--- src/rtl/seq_square_pkg.sv ---
// Shared types and constants for the sequential squarer.
// Contents:
//   sqr_state_t    - FSM state encoding (IDLE, CALC, DONE)
//   SQR_WIDTH_DEF  - default operand width
//   sqr_cnt_width  - width of the step counter for a given operand width
package sqr_pkg;

  typedef enum logic [1:0] {
    IDLE = 2'd0,
    CALC = 2'd1,
    DONE = 2'd2
  } sqr_state_t;

  localparam int SQR_WIDTH_DEF = 8;

  // Counter must hold 0..WIDTH-1; never let it collapse to zero bits.
  function automatic int sqr_cnt_width(input int width);
    int w;
    w = $clog2(width);
    if (w < 1) begin
      w = 1;
    end else begin
      w = w;
    end
    return w;
  endfunction

endpackage

--- src/rtl/seq_square_if.sv ---
// Start/busy/done handshake bundle for the sequential squarer.
// Signals:
//   start_i  request from the master, sampled by the squarer while idle
//   dt_i     WIDTH-bit unsigned operand
//   dt_o     2*WIDTH-bit unsigned square
//   busy_o   operation in progress
//   done_o   one-enabled-cycle completion pulse
// Modports: master (requester side), slave (squarer side).
interface seq_square_if
  import sqr_pkg::*;
#(
  parameter int WIDTH = SQR_WIDTH_DEF
);
  logic                 start_i;
  logic [WIDTH-1:0]     dt_i;
  logic [2*WIDTH-1:0]   dt_o;
  logic                 busy_o;
  logic                 done_o;

  modport master (
    output start_i,
    output dt_i,
    input  dt_o,
    input  busy_o,
    input  done_o
  );

  modport slave (
    input  start_i,
    input  dt_i,
    output dt_o,
    output busy_o,
    output done_o
  );
endinterface

--- src/rtl/seq_square.sv ---
// Sequential integer squarer: dt_o = dt_i * dt_i using a radix-2 shift-add
// loop, one multiplier bit per enabled clock.
// Ports:
//   clk_i  rising-edge clock
//   rst_i  synchronous active-high reset, wins over enb_i
//   enb_i  global clock enable; 0 freezes every register
//   bus    slave side of seq_square_if (start_i, dt_i, dt_o, busy_o, done_o)
// Latency: WIDTH+1 enabled edges from the accepting edge to done_o/dt_o.
module seq_square
  import sqr_pkg::*;
#(
  parameter int WIDTH = SQR_WIDTH_DEF
) (
  input  logic         clk_i,
  input  logic         rst_i,
  input  logic         enb_i,
  seq_square_if.slave  bus
);

  localparam int CW = sqr_cnt_width(WIDTH);
  localparam logic [CW-1:0] LAST_STEP = CW'(WIDTH - 1);

  sqr_state_t           r_state;
  logic [CW-1:0]        r_cnt;
  logic [2*WIDTH-1:0]   r_acc;
  logic [2*WIDTH-1:0]   r_mcand;
  logic [WIDTH-1:0]     r_mplier;
  logic [2*WIDTH-1:0]   r_dt_o;
  logic                 r_done;

  // FSM plus shift-add datapath; everything holds while enb_i is low.
  always_ff @(posedge clk_i) begin
    if (rst_i) begin
      r_state  <= IDLE;
      r_cnt    <= '0;
      r_acc    <= '0;
      r_mcand  <= '0;
      r_mplier <= '0;
      r_dt_o   <= '0;
      r_done   <= 1'b0;
    end else if (enb_i) begin
      case (r_state)
        IDLE: begin
          // Clearing here ends the done pulse; a start on the same edge is
          // still accepted, which gives back-to-back operation.
          r_done <= 1'b0;
          if (bus.start_i) begin
            r_mcand  <= {{WIDTH{1'b0}}, bus.dt_i};
            r_mplier <= bus.dt_i;
            r_acc    <= '0;
            r_cnt    <= '0;
            r_state  <= CALC;
          end else begin
            r_state  <= IDLE;
          end
        end
        CALC: begin
          r_done <= 1'b0;
          if (r_mplier[0]) begin
            r_acc <= r_acc + r_mcand;
          end else begin
            r_acc <= r_acc;
          end
          r_mcand  <= {r_mcand[2*WIDTH-2:0], 1'b0};
          r_mplier <= {1'b0, r_mplier[WIDTH-1:1]};
          r_cnt    <= r_cnt + 1'b1;
          if (r_cnt == LAST_STEP) begin
            r_state <= DONE;
          end else begin
            r_state <= CALC;
          end
        end
        DONE: begin
          r_dt_o  <= r_acc;
          r_done  <= 1'b1;
          r_state <= IDLE;
        end
        default: begin
          r_done  <= 1'b0;
          r_state <= IDLE;
        end
      endcase
    end else begin
      r_state <= r_state;
    end
  end

  assign bus.dt_o   = r_dt_o;
  assign bus.done_o = r_done;
  assign bus.busy_o = (r_state != IDLE);

endmodule

--- src/flat_wrapper.sv ---
// flat-port wrapper written by rule: the top's interface ports become plain ports
module seq_square_flat import sqr_pkg::*;
#(
  parameter int WIDTH = SQR_WIDTH_DEF
)
  (clk_i, rst_i, enb_i, bus_start_i, bus_dt_i, bus_dt_o, bus_busy_o, bus_done_o);
  seq_square_if #(.WIDTH(WIDTH)) bus_i ();
  input  logic clk_i;
  input  logic rst_i;
  input  logic enb_i;
  input wire logic [$bits(bus_i.start_i)-1:0] bus_start_i;
  input wire logic [$bits(bus_i.dt_i)-1:0] bus_dt_i;
  output wire logic [$bits(bus_i.dt_o)-1:0] bus_dt_o;
  output wire logic [$bits(bus_i.busy_o)-1:0] bus_busy_o;
  output wire logic [$bits(bus_i.done_o)-1:0] bus_done_o;
  assign bus_i.start_i = bus_start_i;
  assign bus_i.dt_i = bus_dt_i;
  assign bus_dt_o = bus_i.dt_o;
  assign bus_busy_o = bus_i.busy_o;
  assign bus_done_o = bus_i.done_o;
  seq_square #(.WIDTH(WIDTH)) u_core (.clk_i(clk_i), .rst_i(rst_i), .enb_i(enb_i), .bus(bus_i));
endmodule
--- config.mk ---
export PLATFORM = sky130hd
export DESIGN_NAME = seq_square_flat
export DESIGN_NICKNAME = d
export VERILOG_FILES = /design/src/rtl/seq_square_pkg.sv /design/src/rtl/seq_square_if.sv /design/src/rtl/seq_square.sv /design/src/flat_wrapper.sv
export SDC_FILE = /design/constraint.sdc
export NUM_CORES = 1
export LEC_CHECK = 0
export BUFFER_PORTS_ARGS = -buffer_cell sky130_fd_sc_hd__buf_4
export CORE_ASPECT_RATIO = 0.75
export CORE_MARGIN = 4
export CORE_UTILIZATION = 29
export CTS_CLUSTER_DIAMETER = 30
export CTS_CLUSTER_SIZE = 24
export DETAILED_ROUTE_END_ITERATION = 8
export PLACE_DENSITY = 0.45
export SYNTH_ARGS = -nofsm -noshare
export SYNTH_HDL_FRONTEND = slang
export SYNTH_SLANG_ARGS = --single-unit
--- constraint.sdc ---
create_clock -name clk_i -period 2.5 [get_ports clk_i]
set_clock_uncertainty 0.15 [all_clocks]
set_input_delay 0.375 -clock clk_i [delete_from_list [all_inputs] [get_ports clk_i]]
set_output_delay 0.375 -clock clk_i [all_outputs]
set_load 0.02 [all_outputs]
==> results.toml <==
[route]
drc = 0
wl_met1_um = 4070
wire_per_inst_um = 14.1
wl_met2_um = 3320
dr_wl_met3_um = 261
vias = 2622
avgViaCountPerCell = 4.77
drtIter0Drc = 115
top_layer = "met4"
routed_wl_um = 7730
first_pass_iters = 4
drtAntennaViolNets = 0

[layout]
final_cell_area_mm2 = 0.00393
nNetsFinal = 443
diodes = 0
syn_to_final_growth_pct = 34.1
seqCellArea_mm2 = 0.00124
fill_cells = 1030
drive_gt1_share_pct = 26.1
multi_input_area_mm2 = 0.00166
post-route-util_pct = 40.2

[clocking]
clock_latency_ps = 330
cts_tree = "yes"
clockBufferDepth = 2
cts_setup_buffers = 0
root_buffer = "clkbuf_16"
clock-sinks = 62
cts.htree.levels = 3
path_clk_slew_ps = 60
cts_hold_buf = 0
cts_buffers = 9

[yosys]
synth_area_leaders = "dfxtp_1 42%, ha_1 7.3%, nand2_1 6.5%"
synth_nets = 377
postSynth.asyncResetShare_pct = 0
ys_ff_latch = 62
synthDistinctLibCells = 46
syn_inst = 347
yosysMostFrequentCell = "dfxtp_1"
synthFlopType = "dfxtp_1"
synthTopCellsByCount = "62 x dfxtp_1, 51 x nand2_1, 46 x nor2_1"
postSynthAreaPerCell_um2 = 8.44
ys_seq_area_share_pct = 42.4
synth_area_mm2 = 0.00293
yosys.area.top_type_share_pct = 42.4
yosysWarnings = 0
yosysTopAreaCell = "dfxtp_1"
synth-edff-count = 0

[critical_path]
r2r_end = "u_core.r_acc[14]"
worstSetupPathType = "reg -> reg"
worstSetupStartpointType = "flop"
crit_fanout = 3
required_ps = 2570
r2r_setup_slack_ps = -130
cp-endpoint = "u_core.r_acc[14]"
reg2reg_from = "u_core.r_mcand[0]"
cp-startpoint = "u_core.r_mcand[0]"
crit_arrival_ps = 2700
ff2ff_path_depth = 10
end_kind = "flop"

[worst_hold_path]
hp-class = "in -> reg"

[sta]
slew-limit-headroom_pct = 33.4
fin_crit_sh_pct = 105
slew_violations = 0
fin_crit_ps = 2630
final_hold_viol_count = 0
setup_viol = 3
fin_tns_setup_ps = -305
worst_pin_slew_ps = 993
setup_slack_ps = -129
fmax_mhz = 380
rsz0062_at_grt = "true"

[global_routing]
grt_pass1_vias = 2547
grt_max_degree = 27
grt_usage_pct = 14.4
grt_antenna_before_repair = 0
grt.overflow.total = 0
grt_pass1_wl_um = 12900

[floorplanning]
die_w_um = 124
core_area_mm2 = 0.00977
ios = 30
die_area_mm2 = 0.0118
initial_core_util_pct = 30.0
die_h_um = 95.1
fp-row-count = 31

[status]
status = "finished, violations left"
violations = "negative setup slack"

[run]
drv_cap = 0

[placed_design]
io_buffer_count = 29
dp_slack_ps = -237
place_area_mm2 = 0.00358
gp_congestion = 0.806
hpwl_um = 5510

[power]
peakVddDrop_mv = 0.353
power_density_mw_per_mm2 = 622
p_leak_nw = 1.62
finalPower_mw = 2.45
## area by class of cell
class | count | share of cell area (%)
Timing Repair Buffer | 73 | 13.9
Inverter | 5 | 0.478
Multi-Input combinational cell | 262 | 42.3
Clock buffer | 9 | 5.73
Sequential cell | 62 | 31.7
Tap cell | 132 | 4.20
Clock inverter | 7 | 1.66
## power by group
| part | leakage, nW | switching [mW] | internal [mW] |
|---|---|---|---|
| Clock | 0.141 | 0.460 | 0.763 |
| Combinational | 0.979 | 0.109 | 0.0851 |
| Sequential | 0.504 | 0.0165 | 1.01 |
| Total | 1.62 | 0.585 | 1.86 |
## critical path: stages, from the launching register on
cell and delay (ps):
dfxtp_2 330, ha_4 160, inv_2 50, fa_2 220
nor2b_4 40, o31a_1 250, or4_4 430, a311o_1 340
a311oi_2 240, xnor2_1 90, a22o_1 220
## placed cells by master, fill, tap and decap left out, types with 2 or more instances in the layout
cell        synthesis  layout
nand2_1            51      51
o21ai_0             6       5
nand4_1             2       2
dfxtp_2             0       3
a21oi_1            37      33
a22o_1              4       4
ha_4                0       2
buf_4               0      73
inv_1               4       3
a31oi_1             4       4
nand3b_1            2       2
clkinvlp_4          0       2
ha_1               17      15
clkinv_2            0       4
xor2_1              3       3
nand3_1             2       2
nor2b_1             5       5
mux2i_1             2       2
nor3_1              4       4
o21a_1              4       4
a22oi_1            19      19
nor2_1             46      45
xnor2_1             8       8
a211oi_1           14      14
nand2b_1            2       2
dfxtp_1            62      59
clkbuf_16           0       9
o21ai_1             3       4
and3_1              3       2
a21o_1              4       4
inv_2               1       2
a21oi_2             0       4
## metrics by stage
stage	std cells	hold WS, ps
6_report	550	149
2_1_floorplan	347	292
4_1_cts	550	138
3_3_place_gp	534	294
5_1_grt	550	155
3_5_place_dp	534	298
## how the worst min path moves through the flow
stage                              from             endpoint  cells past startpoint
CTS                         bus_dt_i[7]   u_core.r_mplier[7]                      3
floorplan            u_core.r_mplier[2]   u_core.r_mplier[1]                      2
global route                bus_dt_i[7]   u_core.r_mplier[7]                      3
global placement    u_core.bus.dt_o[15]  u_core.bus.dt_o[15]                      2
detailed placement   u_core.bus.dt_o[0]   u_core.bus.dt_o[0]                      2
finish                      bus_dt_i[7]   u_core.r_mplier[7]                      3
## kinds of logic after synthesis
family	share of synthesized area, %
flip-flops	42.4
buffers and inverters	2.95
adder cells (fa/ha/maj)	7.94
AND/OR/NAND/NOR	19.1
AO/OA/AOI/OAI	23.3
XOR/XNOR	3.29
multiplexers	1.07
## routing by layer
layer,global-route usage [%],vias up
met2,21.1,37
met1,20.0,1201
li1,-,1379
met3,4.57,5
met4,4.65,0
met5,0,-
## state kept, by name (all words and copies together), names as in the netlist
signal,count
u_core.bus.done_o,1
u_core.bus.dt_o,16
u_core.r_state,2
u_core.r_mcand,16
u_core.r_mplier,8
u_core.r_cnt,3
u_core.r_acc,16
## timing repair
action | 4_1_cts | 5_1_grt
resized for setup | 11 | 4
setup endpoints to repair | 4 | 4
pin swaps | 8 | 3
No activity file was read; power rests on OpenSTA's default activity.
